--- src/rtl/pit_if.sv ---
// pit_if: host-side bus of one interval timer channel; carries latch only when PIT_LATCH_EN is defined
interface pit_if #(parameter int WIDTH = 16);
  logic cs, load, gate, out;
  logic [1:0] mode;
  logic [WIDTH-1:0] count_in, count_out;
`ifdef PIT_LATCH_EN
  logic latch;
  modport master(output cs, load, mode, count_in, gate, latch, input out, count_out);
  modport slave(input cs, load, mode, count_in, gate, latch, output out, count_out);
`else
  modport master(output cs, load, mode, count_in, gate, input out, count_out);
  modport slave(input cs, load, mode, count_in, gate, output out, count_out);
`endif
endinterface

--- src/rtl/pit_counter.sv ---
// pit_counter: one 8254-style down-counter channel, modes 0-3; PIT_LATCH_EN adds a count_out freeze latch
module pit_counter #(parameter int WIDTH = 16) (
  input logic clk,
  input logic rst,
  pit_if.slave bus
);
  localparam logic [WIDTH-1:0] one = WIDTH'(1);
  localparam logic [WIDTH-1:0] two = WIDTH'(2);
  logic [WIDTH-1:0] ce, init_r, half_hi, half_lo;
  logic [WIDTH:0] n_ext;
  logic [1:0] mode_r;
  logic armed, pend, gate_q, out_r, accept, rise;
  assign accept = bus.cs & bus.load;
  assign rise = bus.gate & ~gate_q;
  // a zero count stands for 2^WIDTH, so square-wave halves are taken one bit wider
  assign n_ext = init_r == '0 ? {1'b1, {WIDTH{1'b0}}} : {1'b0, init_r};
  assign half_lo = n_ext[WIDTH:1];
  assign half_hi = half_lo + {{(WIDTH-1){1'b0}}, n_ext[0]};
  assign bus.out = out_r;
  always_ff @(posedge clk) begin
    if (rst) begin
      ce <= '0;
      init_r <= '0;
      mode_r <= '0;
      armed <= 1'b0;
      pend <= 1'b0;
      gate_q <= 1'b1;
      out_r <= 1'b1;
    end else begin
      gate_q <= bus.gate;
      if (accept) begin
        init_r <= bus.count_in;
        mode_r <= bus.mode;
        armed <= 1'b1;
        pend <= 1'b1;
        out_r <= bus.mode != 2'd0;
      end else if (armed) begin
        if (mode_r[1] && init_r == one) begin
          ce <= one;
          out_r <= 1'b1;
          pend <= 1'b0;
        end else begin
          case (mode_r)
            2'd0: if (bus.gate) begin
              ce <= pend ? init_r : ce - one;
              pend <= 1'b0;
              if (!pend && ce == one) out_r <= 1'b1;
            end
            2'd1: if (rise) begin
              ce <= init_r;
              out_r <= 1'b0;
              pend <= 1'b0;
            end else if (!pend && !out_r) begin
              ce <= ce - one;
              if (ce == one) out_r <= 1'b1;
            end
            2'd2: if (pend || rise) begin
              ce <= init_r;
              pend <= 1'b0;
              out_r <= 1'b1;
            end else if (!bus.gate) out_r <= 1'b1;
            else if (ce == one) begin
              ce <= init_r;
              out_r <= 1'b1;
            end else begin
              ce <= ce - one;
              out_r <= ce != two;
            end
            default: if (pend || rise) begin
              ce <= half_hi;
              pend <= 1'b0;
              out_r <= 1'b1;
            end else if (!bus.gate) out_r <= 1'b1;
            else if (ce == one) begin
              ce <= out_r ? half_lo : half_hi;
              out_r <= ~out_r;
            end else ce <= ce - one;
          endcase
        end
      end
    end
  end
`ifdef PIT_LATCH_EN
  logic latched;
  logic [WIDTH-1:0] snap;
  always_ff @(posedge clk) begin
    if (rst || accept) begin
      latched <= 1'b0;
      snap <= '0;
    end else if (bus.latch) begin
      latched <= 1'b1;
      snap <= ce;
    end
  end
  assign bus.count_out = latched ? snap : ce;
`else
  assign bus.count_out = ce;
`endif
endmodule

--- src/flat_wrapper.sv ---
// flat-port wrapper written by rule: the top's interface ports become plain ports
module pit_counter_flat 
#(parameter int WIDTH = 16)
  (clk, rst, bus_cs, bus_load, bus_mode, bus_count_in, bus_gate, bus_out, bus_count_out);
  pit_if #(.WIDTH(WIDTH)) bus_i ();
  input logic clk;
  input logic rst;
  input wire logic [$bits(bus_i.cs)-1:0] bus_cs;
  input wire logic [$bits(bus_i.load)-1:0] bus_load;
  input wire logic [$bits(bus_i.mode)-1:0] bus_mode;
  input wire logic [$bits(bus_i.count_in)-1:0] bus_count_in;
  input wire logic [$bits(bus_i.gate)-1:0] bus_gate;
  output wire logic [$bits(bus_i.out)-1:0] bus_out;
  output wire logic [$bits(bus_i.count_out)-1:0] bus_count_out;
  assign bus_i.cs = bus_cs;
  assign bus_i.load = bus_load;
  assign bus_i.mode = bus_mode;
  assign bus_i.count_in = bus_count_in;
  assign bus_i.gate = bus_gate;
  assign bus_out = bus_i.out;
  assign bus_count_out = bus_i.count_out;
  pit_counter #(.WIDTH(WIDTH)) u_core (.clk(clk), .rst(rst), .bus(bus_i));
endmodule
--- config.mk ---
export PLATFORM = sky130hd
export DESIGN_NAME = pit_counter_flat
export DESIGN_NICKNAME = d
export VERILOG_FILES = /design/src/rtl/pit_if.sv /design/src/rtl/pit_counter.sv /design/src/flat_wrapper.sv
export SDC_FILE = /design/constraint.sdc
export NUM_CORES = 1
export LEC_CHECK = 0
export ABC_AREA = 1
export BUFFER_PORTS_ARGS = -buffer_cell sky130_fd_sc_hd__buf_2
export CAP_MARGIN = 40
export CORE_ASPECT_RATIO = 1.4
export CORE_MARGIN = 2
export CORE_UTILIZATION = 64
export DETAILED_ROUTE_END_ITERATION = 12
export GPL_ROUTABILITY_DRIVEN = 0
export PLACE_DENSITY_LB_ADDON = 0.25
export SLEW_MARGIN = 20
export SYNTH_ARGS = -nofsm -noshare
export SYNTH_HDL_FRONTEND = slang
export SYNTH_SLANG_ARGS = --single-unit
--- constraint.sdc ---
create_clock -name clk -period 3.74 [get_ports clk]
set_clock_uncertainty 0.1 [all_clocks]
set_input_delay 0.561 -clock clk [delete_from_list [all_inputs] [get_ports clk]]
set_output_delay 0.561 -clock clk [all_outputs]
set_load 0.005 [all_outputs]
==> flow_summary.yaml, run 1 <==
run_status:
  status: "finished, final reports clean"
flow_run:
  cap_violations: 0
routing:
  drt_iter0_markers: 358
  wl_um: 9770
  postRouteAntennaNets: 0
  drcViolationCount: 0
  avgRoutedWirePerCell_um: 14.1
  drt_first_pass_iters: 6
  vias_per_cell: 5.77
  num_vias: 4004
synthesis:
  syn_inst: 599
  synth_seq_cells: 38
  syn_area_mm2: 0.00348
  yosys_warnings: 0
  syn_nets: 634
  ys_seq_area_share_pct: 21.9
  synth_edf_count: 0
  synthFlopType: "dfxtp_1"
  synth_cell_types: 35
  async_flop_share_pct: 0
  avgSynthCellArea_um2: 5.81
pwr:
  fin_total_pwr_mw: 1.20
  p_leak_nw: 1.84
  ir_drop_uv: 255
  p_per_area_mw_per_mm2: 319
floorplan:
  start_util_pct: 66.9
  die_area_mm2: 0.00605
  coreArea_mm2: 0.00520
  io_pins: 40
  die_w_um: 66.3
  row_count: 31
  die_h_um: 91.2
timing:
  maxSlewViolCount: 0
  slew_headroom_pct: 67.6
  post-route-period-util_pct: 61.9
  setup_tns_ns: 0
  setup_viol: 0
  tightest_slew_ns: 0.485
  finalHoldViolations: 0
  rsz0062_at_grt: "false"
  finalCriticalPeriod_ns: 2.31
  fmax_mhz: 432
  fin_hold_ws_ns: 0.417
cts:
  hold_buffers: 0
  clk_pin_slew_ns: 0.08
  cts_buffer_depth: 2
  cts_sinks: 38
  clockRootBuffer: "clkbuf_8"
  htree_levels: 2
  cts_tree: "yes"
  cts_resized: 0
  clock_latency_ns: 0.29
  cts_setup_buffers: 0
  cts_buffers: 5
worst_setup_path:
  cp.required_ns: 3.86
  cp_common_cell: "inv_1"
  worstPathMaxFanout: 10
  arrival_ns: 2.43
  path_class: "reg -> reg"
  path_cells: "inv_1, ha_1, inv_1, o21ai_1, inv_1, or2_2, nand3_1, nand3_1, a21oi_1"
  end_kind: "flip-flop"
  cpPeakStageDelay_ns: 0.37
  worst_path_max_delay_cell: "dfxtp_1"
  cp-start-kind: "flip-flop"
cells_and_area:
  final-instance-count-excl-fill: 694
  finalNetCount: 662
  final_cell_mix: "nand2_1 (188), nand3_1 (82), a21oi_1 (61)"
  fillerInstances: 499
  area_delta_synth_final_pct: 7.77
  multi_input_area_mm2: 0.00237
  diodes: 0
  layout-drive-gt1-share_pct: 12.4
  register_area_um2: 761
  final_common_cell: "nand2_1"
global_routing:
  grt-ovfl-total: 0
  grt_use_total_pct: 34.0
  first_global_vias: 3619
  grt_max_degree: 40
  grt_pass1_wl_um: 16400
  antenna_found_initial: 0
worst_hold_path:
  hold_path_class: "in -> reg"
place:
  portBuffers: 39
  dp_hpwl_um: 7590
  dp_cells: 686
==> per-stage QoR <==
step	area (um2)	util [%]	worst slack (ns)
after floorplan	3480	-	1.92
after global placement	3660	70.4	1.42
after detailed placement	3660	70.4	1.39
after CTS	3750	72.1	1.47
after global routing	3750	72.1	1.24
final	3750	72.1	1.43
==> critical path, delay by kind of cell (launching register included) <==
| family | cells | cell delay [ns] |
|---|---|---|
| AOI/OAI and AO/OA | 2 | 0.51 |
| adders and majority gates | 1 | 0.28 |
| buffers and inverters | 3 | 0.47 |
| DFF | 1 | 0.37 |
| and+or+nand+nor | 3 | 0.51 |
==> routing by layer <==
metal  wire [um]  up-vias  GRT usage [%]
met4         302        0           13.4
met3         848       30           6.69
met2        4640      206           55.8
li1            -     2010              -
met1        3980     1758           42.8
met5           0        -              0
==> Yosys cell counts, types with 2 or more instances <==
cell | instances | area [um2]
nand2_4 | 2 | 22.5
nand2_2 | 3 | 18.8
buf_6 | 4 | 45.0
dfxtp_1 | 38 | 761
nand4_1 | 8 | 50.1
or2_2 | 5 | 31.3
inv_2 | 6 | 22.5
nand2_1 | 188 | 706
buf_4 | 2 | 15.0
xor2_1 | 4 | 35.0
xnor2_1 | 5 | 43.8
nor2_4 | 4 | 45.0
inv_1 | 57 | 214
nand3_2 | 3 | 30.0
nand3_1 | 82 | 410
o21ai_0 | 32 | 160
a21oi_1 | 61 | 305
clkbuf_1 | 12 | 45.0
nor2_1 | 47 | 176
ha_1 | 12 | 150
nand3b_1 | 6 | 45.0
nor2_2 | 4 | 25.0
o22ai_1 | 2 | 12.5
==> flip-flops by register name (all words and copies together), names as in the netlist <==
signal                flops
u_core.pend               1
u_core.init_r            16
u_core.bus.count_out     16
u_core.mode_r             2
u_core.gate_q             1
u_core.armed              1
u_core.bus.out            1
==> cells by family after synthesis <==
group	share of synthesized area [%]
AOI/OAI and AO/OA	15.2
xor gates and xnor gates	2.27
adders and majority gates	4.31
buffers and inverters	10.1
DFF	21.9
and+or+nand+nor	46.2
==> worst paths after layout <==
kind	start	slack (ns)	endpoint	cells after the start
hold reg to reg	u_core.bus.count_out[15]$_SDFFE_PP0P_	0.42	u_core.bus.count_out[15]$_SDFFE_PP0P_	2
setup / recovery	u_core.mode_r[1]$_SDFFE_PP0P_	1.43	u_core.bus.count_out[7]$_SDFFE_PP0P_	9
setup reg to reg	u_core.mode_r[1]$_SDFFE_PP0P_	1.43	u_core.bus.count_out[7]$_SDFFE_PP0P_	9
hold / removal	bus_mode[1]	0.42	u_core.mode_r[1]$_SDFFE_PP0P_	3
==> layout make-up <==
type	count	area share, %
inverter	63	6.31
multi-input combinational	478	63.2
clock inverter	1	0.133
tap	66	2.20
clock buffer	7	2.30
timing repair buffer	41	5.61
sequential	38	20.3
==> power by group <==
group          internal (mW)  switching, mW
clock network          0.149          0.142
logic                  0.154          0.287
registers              0.427         0.0382
total                  0.729          0.468
Power figures use the tool's default switching activity.
==> run 2, diff against run 1 <==
--- a/config.mk
+++ b/config.mk
@@ -10,7 +10,7 @@
 export CAP_MARGIN = 40
 export CORE_ASPECT_RATIO = 1.4
 export CORE_MARGIN = 2
-export CORE_UTILIZATION = 64
+export CORE_UTILIZATION = 54
 export DETAILED_ROUTE_END_ITERATION = 12
 export GPL_ROUTABILITY_DRIVEN = 0
 export PLACE_DENSITY_LB_ADDON = 0.25
==> constraint.sdc (replaced) <==
create_clock -name clk -period 2 [get_ports clk]
set_clock_uncertainty 0.1 [all_clocks]
set_input_delay 0.3 -clock clk [delete_from_list [all_inputs] [get_ports clk]]
set_output_delay 0.3 -clock clk [all_outputs]
set_load 0.005 [all_outputs]
==> flow_summary.yaml, run 2 (synthesized netlist as in run 1, its figures left out) <==
worst_setup_path:
  cp.required_ns: 2.14
  r2r_setup_slack_ns: 0.12
  crit_family: "simple AND/OR/NAND/NOR gates"
  arrival_ns: 2.02
  r2r-end: "u_core.bus.count_out[12]$_SDFFE_PP0P_"
  worst_path_max_delay_cell: "dfxtp_1"
  worstPathMaxFanout: 8
  cp-start-kind: "flip-flop"
  r2r_start: "u_core.init_r[8]$_SDFFE_PP0P_"
  cpPeakStageDelay_ns: 0.38
  path_cells: "nor2_2, nand3_1, nor2_4, nand2_4, a21oi_4, nand3_4, nor2_8, nand3_2, a21oi_1"
  crit_buf_inv: 0
  path_class: "reg -> reg"
  end_kind: "flip-flop"
  rr_worst_depth: 9
timing:
  maxSlewViolCount: 0
  finalHoldViolations: 0
  setup_slack_ns: 0.121
  setup_viol: 0
  fmax_mhz: 532
  setup_tns_ns: 0
  finalCriticalPeriod_ns: 1.88
  rsz0062_at_grt: "true"
  tightest_slew_ns: 0.472
  post-route-period-util_pct: 93.9
  fin_hold_ws_ns: 0.142
  slew_headroom_pct: 68.5
cells_and_area:
  final-instance-count-excl-fill: 740
  final_common_cell: "nand2_1"
  diodes: 0
  fillerInstances: 610
  area_delta_synth_final_pct: 20.6
  finalNetCount: 702
  final_util_pct: 67.6
  fin_area_mm2: 0.00420
  final_cell_mix: "nand2_1 (186), nand3_1 (77), a21oi_1 (60)"
  layout-drive-gt1-share_pct: 22.0
run_status:
  status: "finished, final reports clean"
worst_hold_path:
  worstHoldStart: "bus_gate"
  hold_path_end: "u_core.gate_q$_SDFF_PP1_"
  hold_path_class: "in -> reg"
  holdPathStages: 3
global_routing:
  grt_use_total_pct: 31.3
  antenna_found_initial: 0
  grt_max_degree: 39
  first_global_vias: 3854
  grt_pass1_wl_um: 17800
  grt-ovfl-total: 0
routing:
  topRoutingLayerUsed: "met4"
  drcViolationCount: 0
  wl_met3_um: 809
  wl_um: 11000
  drt_first_pass_iters: 5
  met1_length_um: 4260
  vias_per_cell: 5.75
  avgRoutedWirePerCell_um: 14.8
  drt_iter0_markers: 321
  postRouteAntennaNets: 0
  num_vias: 4252
  wl_met2_um: 5320
floorplan:
  die_area_mm2: 0.00711
  start_util_pct: 56.0
  die_h_um: 99.0
  row_count: 34
  io_pins: 40
  die_w_um: 71.8
  coreArea_mm2: 0.00621
pwr:
  ir_drop_uv: 455
  p_per_area_mw_per_mm2: 591
  fin_total_pwr_mw: 2.48
  p_leak_nw: 2.05
cts:
  cts_sinks: 38
  clockRootBuffer: "clkbuf_8"
  htree_levels: 2
  clk_pin_slew_ns: 0.09
  clock_latency_ns: 0.30
  cts_buffer_depth: 2
  cts_buffers: 5
  hold_buffers: 0
  cts_tree: "yes"
place:
  dp_worst_setup_slack_ns: 0.0125
  placed_area_mm2: 0.00395
  portBuffers: 39
  dp_cells: 728
  dp_hpwl_um: 8370
flow_run:
  cap_violations: 0
==> run 2: area by class of cell <==
type / count / area [um2] / area share, %
Sequential cell: 38 / 769 / 18.3
Tap cell: 72 / 90.1 / 2.15
Multi-Input combinational cell: 479 / 2470 / 58.9
Inverter: 63 / 239 / 5.69
Clock buffer: 5 / 68.8 / 1.64
Clock inverter: 3 / 40.0 / 0.954
Timing Repair Buffer: 80 / 519 / 12.4
==> run 2: layer usage <==
metal  vias to the layer above  track usage (%)
met2                       234             51.1
li1                       2088                -
met3                        50             3.78
met1                      1880             38.7
met5                         -                0
met4                         0             18.9
==> run 2: worst max path at each step <==
stage          depth (start not counted)                                    end  slack, ns                     startpoint
2_1_floorplan                          9   u_core.bus.count_out[5]$_SDFFE_PP0P_       0.18  u_core.mode_r[1]$_SDFFE_PP0P_
3_3_place_gp                          11  u_core.bus.count_out[10]$_SDFFE_PP0P_       0.08  u_core.init_r[1]$_SDFFE_PP0P_
3_5_place_dp                          12  u_core.bus.count_out[12]$_SDFFE_PP0P_       0.01  u_core.init_r[1]$_SDFFE_PP0P_
4_1_cts                               12   u_core.bus.count_out[8]$_SDFFE_PP0P_       0.02  u_core.init_r[1]$_SDFFE_PP0P_
5_1_grt                               12  u_core.bus.count_out[13]$_SDFFE_PP0P_      -0.03  u_core.init_r[0]$_SDFFE_PP0P_
6_report                               9  u_core.bus.count_out[12]$_SDFFE_PP0P_       0.12  u_core.init_r[8]$_SDFFE_PP0P_
==> run 2: report_power, final <==
| part | total, mW | internal (mW) | switching, mW | leakage, nW |
|---|---|---|---|---|
| Clock | 0.664 | 0.367 | 0.297 | 0.0579 |
| Sequential | 0.856 | 0.799 | 0.0568 | 0.314 |
| Combinational | 0.959 | 0.371 | 0.588 | 1.68 |
==> run 2: what timing repair did <==
item                                    4_1_cts  5_1_grt
pin swaps                                     0        6
endpoints found under the setup margin        2       16
buffers inserted                              0        3
cloned                                        0        1
resized for setup                             1       36
==> run 2: tightest hold or removal path, delay by kind of cell <==
kind / cells / cell delay, ns
simple gates: 1 / 0.05
buf+inv: 2 / 0.17
==> run 3, diff against run 2 <==
--- a/config.mk
+++ b/config.mk
@@ -14,6 +14,7 @@
 export DETAILED_ROUTE_END_ITERATION = 12
 export GPL_ROUTABILITY_DRIVEN = 0
 export PLACE_DENSITY_LB_ADDON = 0.25
+export RECOVER_POWER = 100
 export SLEW_MARGIN = 20
 export SYNTH_ARGS = -nofsm -noshare
 export SYNTH_HDL_FRONTEND = slang
==> flow_summary.yaml, run 3 (synthesized netlist as in run 1, its figures left out) <==
pwr:
  fin_total_pwr_mw: 2.47
  pwr-share-seq_pct: 34.7
  p_leak_nw: 1.99
  switchingPower_mw: 0.940
  p_clk_share_pct: 26.8
  ir_drop_uv: 455
  p_per_area_mw_per_mm2: 594
  p_sw_share_pct: 38.1
  combPwrFrac_pct: 38.6
  internal_power_mw: 1.53
routing:
  drcViolationCount: 0
  postRouteAntennaNets: 0
  drt_first_pass_iters: 8
  wl_um: 11100
  avgRoutedWirePerCell_um: 15.0
  vias_per_cell: 5.75
  num_vias: 4256
  drt_iter0_markers: 296
timing:
  fmax_mhz: 530
  tightest_slew_ns: 0.609
  slew_headroom_pct: 59.4
  rsz0062_at_grt: "true"
  finalHoldViolations: 0
  setup_viol: 0
  maxSlewViolCount: 0
  finalCriticalPeriod_ns: 1.89
  setup_slack_ns: 0.115
  post-route-period-util_pct: 94.3
global_routing:
  grt_use_total_pct: 31.3
  grt_pass1_wl_um: 17800
  grt-ovfl-total: 0
  grt_max_degree: 39
  antenna_found_initial: 0
  first_global_vias: 3854
cells_and_area:
  final-instance-count-excl-fill: 740
  final_cell_mix: "nand2_1 (186), nand3_1 (77), a21oi_1 (60)"
  finalNetCount: 702
  final_common_cell: "nand2_1"
  fin_area_mm2: 0.00416
  diodes: 0
  area_delta_synth_final_pct: 19.5
  layout-drive-gt1-share_pct: 20.1
  fillerInstances: 622
floorplan:
  die_w_um: 71.8
  start_util_pct: 56.0
  die_h_um: 99.0
  coreArea_mm2: 0.00621
  io_pins: 40
  die_area_mm2: 0.00711
  row_count: 34
flow_run:
  cap_violations: 0
place:
  portBuffers: 39
  dp_worst_setup_slack_ns: 0.0125
  dp_cells: 728
  dp_hpwl_um: 8370
  placed_area_mm2: 0.00395
cts:
  clockRootBuffer: "clkbuf_8"
  cts_sinks: 38
  clk_pin_slew_ns: 0.09
  cts_buffers: 5
  clock_latency_ns: 0.30
  htree_levels: 2
  cts_tree: "yes"
  cts_buffer_depth: 2
worst_setup_path:
  worstPathMaxFanout: 8
  cp.required_ns: 2.14
  r2r-end: "u_core.bus.count_out[12]$_SDFFE_PP0P_"
  r2r_setup_slack_ns: 0.11
  cp-start-kind: "flip-flop"
  end_kind: "flip-flop"
  rr_worst_depth: 9
  r2r_start: "u_core.init_r[8]$_SDFFE_PP0P_"
  critPathLaunch: "u_core.init_r[8]$_SDFFE_PP0P_"
  path_class: "reg -> reg"
  arrival_ns: 2.02
worst_hold_path:
  hold_path_class: "in -> reg"
  holdPathStages: 3
  hold_path_end: "u_core.gate_q$_SDFF_PP1_"
  worstHoldStart: "bus_gate"
run_status:
  status: "finished, final reports clean"
==> run 3: cell types whose count changed in the layout (fill, tap and decap cells not counted) <==
cell | before | now
clkbuf_2 | 0 | 2
buf_2 | 39 | 34
buf_4 | 39 | 29
clkbuf_1 | 0 | 13
==> run 3: how the worst max path moves through the flow <==
| stage | depth (start not counted) | slack, ns | endpoint |
|---|---|---|---|
| floorplan | 9 | 0.18 | u_core.bus.count_out[5]$_SDFFE_PP0P_ |
| global placement | 11 | 0.08 | u_core.bus.count_out[10]$_SDFFE_PP0P_ |
| detailed placement | 12 | 0.01 | u_core.bus.count_out[12]$_SDFFE_PP0P_ |
| CTS | 12 | 0.02 | u_core.bus.count_out[8]$_SDFFE_PP0P_ |
| global route | 12 | -0.03 | u_core.bus.count_out[13]$_SDFFE_PP0P_ |
| finish | 9 | 0.11 | u_core.bus.count_out[12]$_SDFFE_PP0P_ |
==> run 3: per-layer routing <==
layer / vias to the layer above / GRT usage, % / share of wire (%)
met1: 1860 / 38.7 / 40
met4: 0 / 18.9 / 5.4
met3: 61 / 3.78 / 7.1
met5: - / 0 / 0
met2: 247 / 51.1 / 48
li1: 2088 / - / -
==> run 3: worst max-delay path, stage by stage, from the launching register on <==
cell and delay, ns:
dfxtp_1 0.38, nor2_2 0.14, nand3_1 0.12, nor2_4 0.17, nand2_4 0.11, a21oi_4 0.16, nand3_4 0.15, nor2_8 0.22
nand3_2 0.11, a21oi_1 0.15
==> run 3: area by class of cell <==
cell class	instances	area, um2	share of cell area [%]
Clock inverter	3	40.0	0.963
Multi-Input combinational cell	479	2470	59.5
Sequential cell	38	769	18.5
Tap cell	72	90.1	2.17
Clock buffer	5	68.8	1.66
Inverter	63	239	5.75
Timing Repair Buffer	80	478	11.5
==> run 3: metrics by stage <==
| stage | setup TNS (ns) | hold slack (ns) | util [%] |
|---|---|---|---|
| 2_1_floorplan | 0 | 0.309 | - |
| 3_5_place_dp | 0 | 0.413 | 63.6 |
| 6_report | 0 | 0.142 | 66.9 |
| 4_1_cts | 0 | 0.129 | 65.4 |
| 5_1_grt | -0.0911 | 0.162 | 66.9 |
| 3_3_place_gp | 0 | 0.409 | 63.6 |
==> run 3: what timing repair did <==
action / CTS / global route
setup endpoints to repair: 2 / 16
pin swaps: 0 / 6
setup buffers: 0 / 3
gates resized for setup: 1 / 36
hold buffers: 0 / 0
cloned: 0 / 1
==> run 3: power groups by stage <==
stage          logic [mW]  clock network (mW)  registers (mW)
6_report            0.953               0.661           0.856
4_1_cts             0.902               0.663           0.850
3_5_place_dp        0.893                   0           0.868
2_1_floorplan       0.636                   0           0.860
5_1_grt              1.06               0.694           0.863
3_3_place_gp        0.878                   0           0.866
